--- config.mk ---
export PLATFORM = sky130hd
export DESIGN_NAME = spi_master_byte_flat
export DESIGN_NICKNAME = d
export VERILOG_FILES = /design/src/rtl/spi_master_byte_if.sv /design/src/rtl/spi_master_byte.sv /design/src/flat_wrapper.sv
export SDC_FILE = /design/constraint.sdc
export NUM_CORES = 1
export LEC_CHECK = 0
export CORE_UTILIZATION = 61
export DETAILED_ROUTE_END_ITERATION = 6
export PLACE_DENSITY = 0.91
export SLEW_MARGIN = 20
export SYNTH_ARGS = -nofsm -noshare
export SYNTH_HDL_FRONTEND = slang
export SYNTH_SLANG_ARGS = --single-unit
--- constraint.sdc ---
create_clock -name clk -period 4.7 [get_ports clk]
set_input_delay 0.94 -clock clk [delete_from_list [all_inputs] [get_ports clk]]
set_output_delay 0.94 -clock clk [all_outputs]
set_load 0.02 [all_outputs]
--- src/rtl/spi_master_byte_if.sv ---
// spi_master_byte_if
//   Request/response handshake between on-chip logic and spi_master_byte.
//   Signals:
//     start      request a byte transfer (accepted only while busy=0)
//     tx_data    byte to send, captured when start is accepted
//     hold_cs    captured with start; 1 keeps CS_n low after the byte
//     cs_release pulse; releases a held CS_n while idle
//     busy       transfer, setup or gap in progress
//     done       one-cycle pulse, rx_data valid
//     rx_data    byte received during the last transfer
//   Modports:
//     master  requester side (drives start/tx_data/hold_cs/cs_release)
//     slave   SPI engine side (drives busy/done/rx_data)
interface spi_master_byte_if;
    logic       start;
    logic [7:0] tx_data;
    logic       hold_cs;
    logic       cs_release;
    logic       busy;
    logic       done;
    logic [7:0] rx_data;

    modport master (
        output start, tx_data, hold_cs, cs_release,
        input  busy, done, rx_data
    );

    modport slave (
        input  start, tx_data, hold_cs, cs_release,
        output busy, done, rx_data
    );
endinterface

--- src/rtl/spi_master_byte.sv ---
// spi_master_byte
//   SPI mode 0 (CPOL=0, CPHA=0) master. Shifts one byte per request MSB
//   first on MOSI while capturing the byte returned on MISO. SCLK is built
//   from clk by a half-period counter. CS_n can be held low across bytes.
//   Parameters:
//     HALF_CYC   clk cycles per SCLK half-period (>= 3)
//     SETUP_CYC  clk cycles from CS_n falling to the first SCLK low phase (>= 1)
//     GAP_CYC    minimum clk cycles CS_n stays high after a release (>= 1)
//   Ports:
//     clk   system clock
//     rst   asynchronous active-high reset
//     bus   handshake interface (slave modport)
//     CS_n  chip select, active low
//     SCLK  serial clock, idle low
//     MOSI  serial data out
//     MISO  serial data in, asynchronous (2-flop synchronized here)
module spi_master_byte #(
    parameter int unsigned HALF_CYC  = 3,
    parameter int unsigned SETUP_CYC = 1,
    parameter int unsigned GAP_CYC   = 5
) (
    input  logic                clk,
    input  logic                rst,
    spi_master_byte_if.slave    bus,
    output logic                CS_n,
    output logic                SCLK,
    output logic                MOSI,
    input  logic                MISO
);

    localparam int unsigned CNT_W = 16;

    typedef enum logic [2:0] {
        IDLE,
        HELD,
        SETUP,
        LOW,
        HIGH,
        GAP
    } state_e;

    state_e             state_q, state_d;
    logic [CNT_W-1:0]   cnt_q, cnt_d;
    logic [2:0]         bit_q, bit_d;
    logic [7:0]         tx_shift_q, tx_shift_d;
    logic [7:0]         rx_shift_q, rx_shift_d;
    logic               hold_q, hold_d;
    logic               cs_n_q, cs_n_d;
    logic               sclk_q, sclk_d;
    logic               mosi_q, mosi_d;
    logic               busy_q, busy_d;
    logic               done_q, done_d;
    logic [7:0]         rx_data_q, rx_data_d;
    logic               miso_s1_q, miso_s2_q;

    always_ff @(posedge clk or posedge rst) begin
        if (rst) begin
            state_q    <= IDLE;
            cnt_q      <= '0;
            bit_q      <= '0;
            tx_shift_q <= '0;
            rx_shift_q <= '0;
            hold_q     <= 1'b0;
            cs_n_q     <= 1'b1;
            sclk_q     <= 1'b0;
            mosi_q     <= 1'b0;
            busy_q     <= 1'b0;
            done_q     <= 1'b0;
            rx_data_q  <= '0;
            miso_s1_q  <= 1'b0;
            miso_s2_q  <= 1'b0;
        end else begin
            state_q    <= state_d;
            cnt_q      <= cnt_d;
            bit_q      <= bit_d;
            tx_shift_q <= tx_shift_d;
            rx_shift_q <= rx_shift_d;
            hold_q     <= hold_d;
            cs_n_q     <= cs_n_d;
            sclk_q     <= sclk_d;
            mosi_q     <= mosi_d;
            busy_q     <= busy_d;
            done_q     <= done_d;
            rx_data_q  <= rx_data_d;
            miso_s1_q  <= MISO;
            miso_s2_q  <= miso_s1_q;
        end
    end

    always_comb begin
        state_d    = state_q;
        cnt_d      = cnt_q;
        bit_d      = bit_q;
        tx_shift_d = tx_shift_q;
        rx_shift_d = rx_shift_q;
        hold_d     = hold_q;
        cs_n_d     = cs_n_q;
        sclk_d     = sclk_q;
        mosi_d     = mosi_q;
        busy_d     = busy_q;
        done_d     = 1'b0;
        rx_data_d  = rx_data_q;

        case (state_q)
            IDLE: begin
                if (bus.start) begin
                    tx_shift_d = bus.tx_data;
                    hold_d     = bus.hold_cs;
                    busy_d     = 1'b1;
                    cs_n_d     = 1'b0;
                    cnt_d      = CNT_W'(SETUP_CYC - 1);
                    state_d    = SETUP;
                end
            end

            HELD: begin
                // start has priority over cs_release; CS_n is already low,
                // so the first bit goes out without a setup phase.
                if (bus.start) begin
                    tx_shift_d = bus.tx_data;
                    hold_d     = bus.hold_cs;
                    busy_d     = 1'b1;
                    bit_d      = 3'd7;
                    sclk_d     = 1'b0;
                    mosi_d     = bus.tx_data[7];
                    cnt_d      = CNT_W'(HALF_CYC - 1);
                    state_d    = LOW;
                end else if (bus.cs_release) begin
                    cs_n_d  = 1'b1;
                    busy_d  = 1'b1;
                    cnt_d   = CNT_W'(GAP_CYC - 1);
                    state_d = GAP;
                end
            end

            SETUP: begin
                if (cnt_q == '0) begin
                    bit_d   = 3'd7;
                    sclk_d  = 1'b0;
                    mosi_d  = tx_shift_q[7];
                    cnt_d   = CNT_W'(HALF_CYC - 1);
                    state_d = LOW;
                end else begin
                    cnt_d = cnt_q - CNT_W'(1);
                end
            end

            LOW: begin
                if (cnt_q == '0) begin
                    sclk_d     = 1'b1;
                    rx_shift_d = {rx_shift_q[6:0], miso_s2_q};
                    cnt_d      = CNT_W'(HALF_CYC - 1);
                    state_d    = HIGH;
                end else begin
                    cnt_d = cnt_q - CNT_W'(1);
                end
            end

            HIGH: begin
                if (cnt_q == '0) begin
                    sclk_d = 1'b0;
                    if (bit_q != 3'd0) begin
                        // Next data bit is launched on the SCLK falling edge.
                        bit_d      = bit_q - 3'd1;
                        tx_shift_d = {tx_shift_q[6:0], 1'b0};
                        mosi_d     = tx_shift_q[6];
                        cnt_d      = CNT_W'(HALF_CYC - 1);
                        state_d    = LOW;
                    end else begin
                        mosi_d    = 1'b0;
                        rx_data_d = rx_shift_q;
                        done_d    = 1'b1;
                        if (hold_q) begin
                            busy_d  = 1'b0;
                            state_d = HELD;
                        end else begin
                            cs_n_d  = 1'b1;
                            cnt_d   = CNT_W'(GAP_CYC - 1);
                            state_d = GAP;
                        end
                    end
                end else begin
                    cnt_d = cnt_q - CNT_W'(1);
                end
            end

            GAP: begin
                if (cnt_q == '0) begin
                    busy_d  = 1'b0;
                    state_d = IDLE;
                end else begin
                    cnt_d = cnt_q - CNT_W'(1);
                end
            end

            default: begin
                state_d = IDLE;
            end
        endcase
    end

    assign CS_n        = cs_n_q;
    assign SCLK        = sclk_q;
    assign MOSI        = mosi_q;
    assign bus.busy    = busy_q;
    assign bus.done    = done_q;
    assign bus.rx_data = rx_data_q;

endmodule

--- src/flat_wrapper.sv ---
// flat-port wrapper written by rule: the top's interface ports become plain ports
module spi_master_byte_flat 
#(
    parameter int unsigned HALF_CYC  = 3,
    parameter int unsigned SETUP_CYC = 1,
    parameter int unsigned GAP_CYC   = 5
)
  (clk, rst, CS_n, SCLK, MOSI, MISO, bus_start, bus_tx_data, bus_hold_cs, bus_cs_release, bus_busy, bus_done, bus_rx_data);
  spi_master_byte_if bus_i ();
  input  logic clk;
  input  logic rst;
  output logic CS_n;
  output logic SCLK;
  output logic MOSI;
  input  logic MISO;
  input wire logic [$bits(bus_i.start)-1:0] bus_start;
  input wire logic [$bits(bus_i.tx_data)-1:0] bus_tx_data;
  input wire logic [$bits(bus_i.hold_cs)-1:0] bus_hold_cs;
  input wire logic [$bits(bus_i.cs_release)-1:0] bus_cs_release;
  output wire logic [$bits(bus_i.busy)-1:0] bus_busy;
  output wire logic [$bits(bus_i.done)-1:0] bus_done;
  output wire logic [$bits(bus_i.rx_data)-1:0] bus_rx_data;
  assign bus_i.start = bus_start;
  assign bus_i.tx_data = bus_tx_data;
  assign bus_i.hold_cs = bus_hold_cs;
  assign bus_i.cs_release = bus_cs_release;
  assign bus_busy = bus_i.busy;
  assign bus_done = bus_i.done;
  assign bus_rx_data = bus_i.rx_data;
  spi_master_byte #(.HALF_CYC(HALF_CYC), .SETUP_CYC(SETUP_CYC), .GAP_CYC(GAP_CYC)) u_core (.clk(clk), .rst(rst), .bus(bus_i), .CS_n(CS_n), .SCLK(SCLK), .MOSI(MOSI), .MISO(MISO));
endmodule
==> flow_summary.toml <==
[final_layout]
mostFrequentLayoutCell = "dfrtp_1"
post_layout_nonfiller_instances = 346
final_layout_net_count = 311
fillcell_total = 313
final_cell_mix = "dfrtp_1 (53), clkdlybuf4s50_1 (26), a21oi_1 (21), nor2_1 (21), o21ai_1 (20)"
antenna-diode-count = 0
area_delta_synth_final_pct = 11.8
drive_gt1_frac = 0.122

[synth]
proportion_of_synthesized_flip_flops_having_asynchronous_set_or_reset = 1.00
synth-edff-count = 0
most_common_flop_cell_mapped_by_yosys = "dfrtp_1"
post_synth_main_area_contributors = "dfrtp_1 (46%), a21oi_1 (3.7%), mux2_2 (3.5%)"
postSynthAreaPerCell_sq_um = 10.5
ys_seq_area_frac = 0.471
ys_warns = 0
synth_seq_cells = 54
netlist.area_leader.share = 0.461
synth_nets = 291
postSynthCellCount = 273
yosys.cell_types.count = 60
synth.largest_area_cell = "dfrtp_1"
netlist_area_sq_mm = 0.00287

[worst_hold_path]
min_from = "u_core.miso_s1_q"
hp-class = "flip-flop to flip-flop"

[setup_path]
total_stage_count_of_the_critical_path = 6
crit_path_max_incr_delay_ns = 0.65
worstReg2RegStart = "u_core.state_q[2]"
critical_path.startpoint = "bus_start"
criticalPathCategory = "primary input to flip-flop"
worst-path-max-fanout = 18
timing.critical_path.mode_cell = "a21oi_1"
timing.critical_path.buf_inv = 1
timing.rr.end = "u_core.bus.rx_data[2]"
path_cells = "clkdlybuf4s50_1, a21oi_1, a21oi_1, nor2_8, o41ai_1, o22ai_1"
timing.reg2reg.setup_slack_ns = 2.10
crit_path_arrival_time_ns = 2.86
worstSetupStartpointType = "primary input"
critPathRequiredTime_ns = 4.89
reg2regPathDepth = 4
crit_path_top_delay_cell = "clkdlybuf4s50_1"
critical_path.top_delay_family = "compound AO/OA/AOI/OAI gates"
crit_end = "u_core.cnt_q[7]"
endpoint_kind = "flip-flop"

[timing]
worst_pin_slew_ns = 0.904
timing_max_transition_violations_final = 0
grt_setup_unrepaired = "no"
setup_tns_ns = 0
finClkSkew_ns = 0.00965
finalCriticalPeriod_ns = 2.67
setup_ws_ns = 2.03
worst_slew_margin_relative_to_its_limit = 0.397
finalCritPeriodShare = 0.567
setup_viol = 0
whs_ns = 0.358
hold_viol_final = 0
max_clock_freq_mhz = 375

[global_routing]
grt_pass1_wl_mm = 9.51
grt_overflow_total = 0
grt_antenna_before_repair = 0
globalRouteTotalUtil = 0.241
grt_max_degree = 55
vias_in_the_first_global_route = 2107

[detailed_routing]
drt_iter0_drc = 207
wirelength_mm = 5.46
drt-vias-per-instance = 6.27
drt_pass1_iterations = 6
routedWlPerCell_um = 15.8
post-route-drc-count = 4
vias = 2168
drtAntennaViolNets = 0

[floorplan]
chipWidth_um = 70.6
io_pins = 27
core_sq_mm = 0.00444
die_outline_area_sq_mm = 0.00499
initial_core_util = 0.647
num_rows = 24
dieHeight_um = 70.6

[pwr]
power.density_cell_area_mw_per_mm2 = 239
p_leak_nw = 1.38
max-vdd-ir-drop_mv = 0.195

[clocking]
clock_input_transition_at_the_sequential_cells_of_the_worst_setup_and_hold_paths_ns = 0.10
htreeDepth = 2
cts.sinks = 54
cts_buffers = 5
hold_buffers = 0
cts_root_buf = "clkbuf_8"
post-cts-setup-buffer-count = 0
post_cts_resized = 0
max-clock-path-buffers = 2
tritoncts = "yes"
insertion_delay_ns = 0.31

[outcome]
violated_checks = "DRC"
run_status = "finished with violations"

[placed_design]
numPortBuffers = 26
dp.cells = 338
globalplace.congestion = 0.901
detailed_place_hpwl_mm = 3.75
detailedPlace.worstSlack_ns = 1.70

[job]
cap_viol_max_count = 0
[metrics by stage]
step / power [mW] / area, sq um / util
3_3_place_gp: 0.502 / 3110 / 0.701
3_5_place_dp: 0.503 / 3110 / 0.701
4_1_cts: 0.778 / 3210 / 0.723
6_report: 0.770 / 3210 / 0.723
2_1_floorplan: 0.487 / 2870 / -
5_1_grt: 0.797 / 3210 / 0.723
[per-layer routing]
layer / vias to the layer above / GRT usage / part of all wire
li1: 1038 / - / -
met1: 1058 / 0.318 / 0.45
met2: 62 / 0.388 / 0.49
met3: 10 / 0.0499 / 0.042
met4: 0 / 0.109 / 0.020
met5: - / 0 / 0
[worst min path at each step]
stage / endpoint / slack [ns] / cells after the start
after floorplan: u_core.miso_s2_q / 0.33 / 0
final: u_core.miso_s2_q / 0.36 / 0
after detailed placement: u_core.miso_s2_q / 0.34 / 0
after global routing: u_core.miso_s2_q / 0.39 / 0
after global placement: u_core.miso_s2_q / 0.34 / 0
after CTS: u_core.miso_s2_q / 0.36 / 0
[synth_stat cells, types with 2 or more instances]
| master | n |
|---|---|
| ha_1 | 4 |
| clkbuf_1 | 6 |
| a21o_1 | 2 |
| nor3_1 | 7 |
| nand2b_1 | 5 |
| o21ai_1 | 20 |
| nor2_1 | 21 |
| o211ai_1 | 3 |
| o31ai_1 | 5 |
| dfrtp_1 | 53 |
| and3_1 | 2 |
| a21oi_1 | 21 |
| inv_1 | 8 |
| nand4_1 | 2 |
| nor4_4 | 3 |
| o22ai_1 | 6 |
| o21ai_0 | 9 |
| buf_2 | 2 |
| or3_1 | 2 |
| a21boi_0 | 3 |
| buf_6 | 4 |
| mux2_2 | 9 |
| or4_1 | 4 |
| mux2_1 | 8 |
| mux2i_1 | 7 |
| o21ai_4 | 2 |
| nor2b_1 | 3 |
| o41ai_1 | 2 |
| nor2_2 | 2 |
| nand2_1 | 18 |
[power by group]
| part | switching, mW | leakage [nW] | internal [mW] |
|---|---|---|---|
| Sequential | 0.000629 | 0.719 | 0.466 |
| Clock | 0.155 | 0.0478 | 0.121 |
| Combinational | 0.0146 | 0.616 | 0.0122 |
| Total | 0.170 | 1.38 | 0.599 |
[kinds of logic (layout without fill, tap and decap cells)]
logic type / Yosys count / after routing / share of synthesized area
buffers and inverters: 22 / 43 / 0.0414
adders and majority gates: 4 / 4 / 0.0174
AOI/OAI and AO/OA: 87 / 87 / 0.200
xor gates and xnor gates: 1 / 1 / 0.00305
DFF: 54 / 54 / 0.471
muxes: 24 / 24 / 0.0910
and+or+nand+nor: 81 / 81 / 0.177
[area by class of cell]
| cell class | instances | area [sq um] | share of cell area |
|---|---|---|---|
| Clock inverter | 2 | 16.3 | 0.00506 |
| Timing Repair Buffer | 26 | 260 | 0.0810 |
| Sequential cell | 54 | 1350 | 0.421 |
| Clock buffer | 6 | 82.6 | 0.0257 |
| Multi-Input combinational cell | 197 | 1400 | 0.436 |
| Tap cell | 52 | 65.1 | 0.0202 |
| Inverter | 9 | 35.0 | 0.0109 |
[worst register-to-register path, stage by stage (launching register included)]
cell	delay [ns]
dfrtp_1	0.67
nand2b_1	0.34
nor2_2	0.52
and3_1	0.57
mux2_1	0.39
[registers in the layout (all words and copies together), names as in the netlist]
signal,cells
u_core.rx_shift_q,8
u_core.bus.busy,1
u_core.hold_q,1
u_core.MOSI,1
u_core.CS_n,1
u_core.bit_q,3
u_core.bus.done,1
u_core.miso_s2_q,1
u_core.SCLK,1
u_core.tx_shift_q,8
u_core.cnt_q,16
u_core.state_q,3
u_core.miso_s1_q,1
u_core.bus.rx_data,8
No activity file was read; power rests on OpenSTA's default activity.
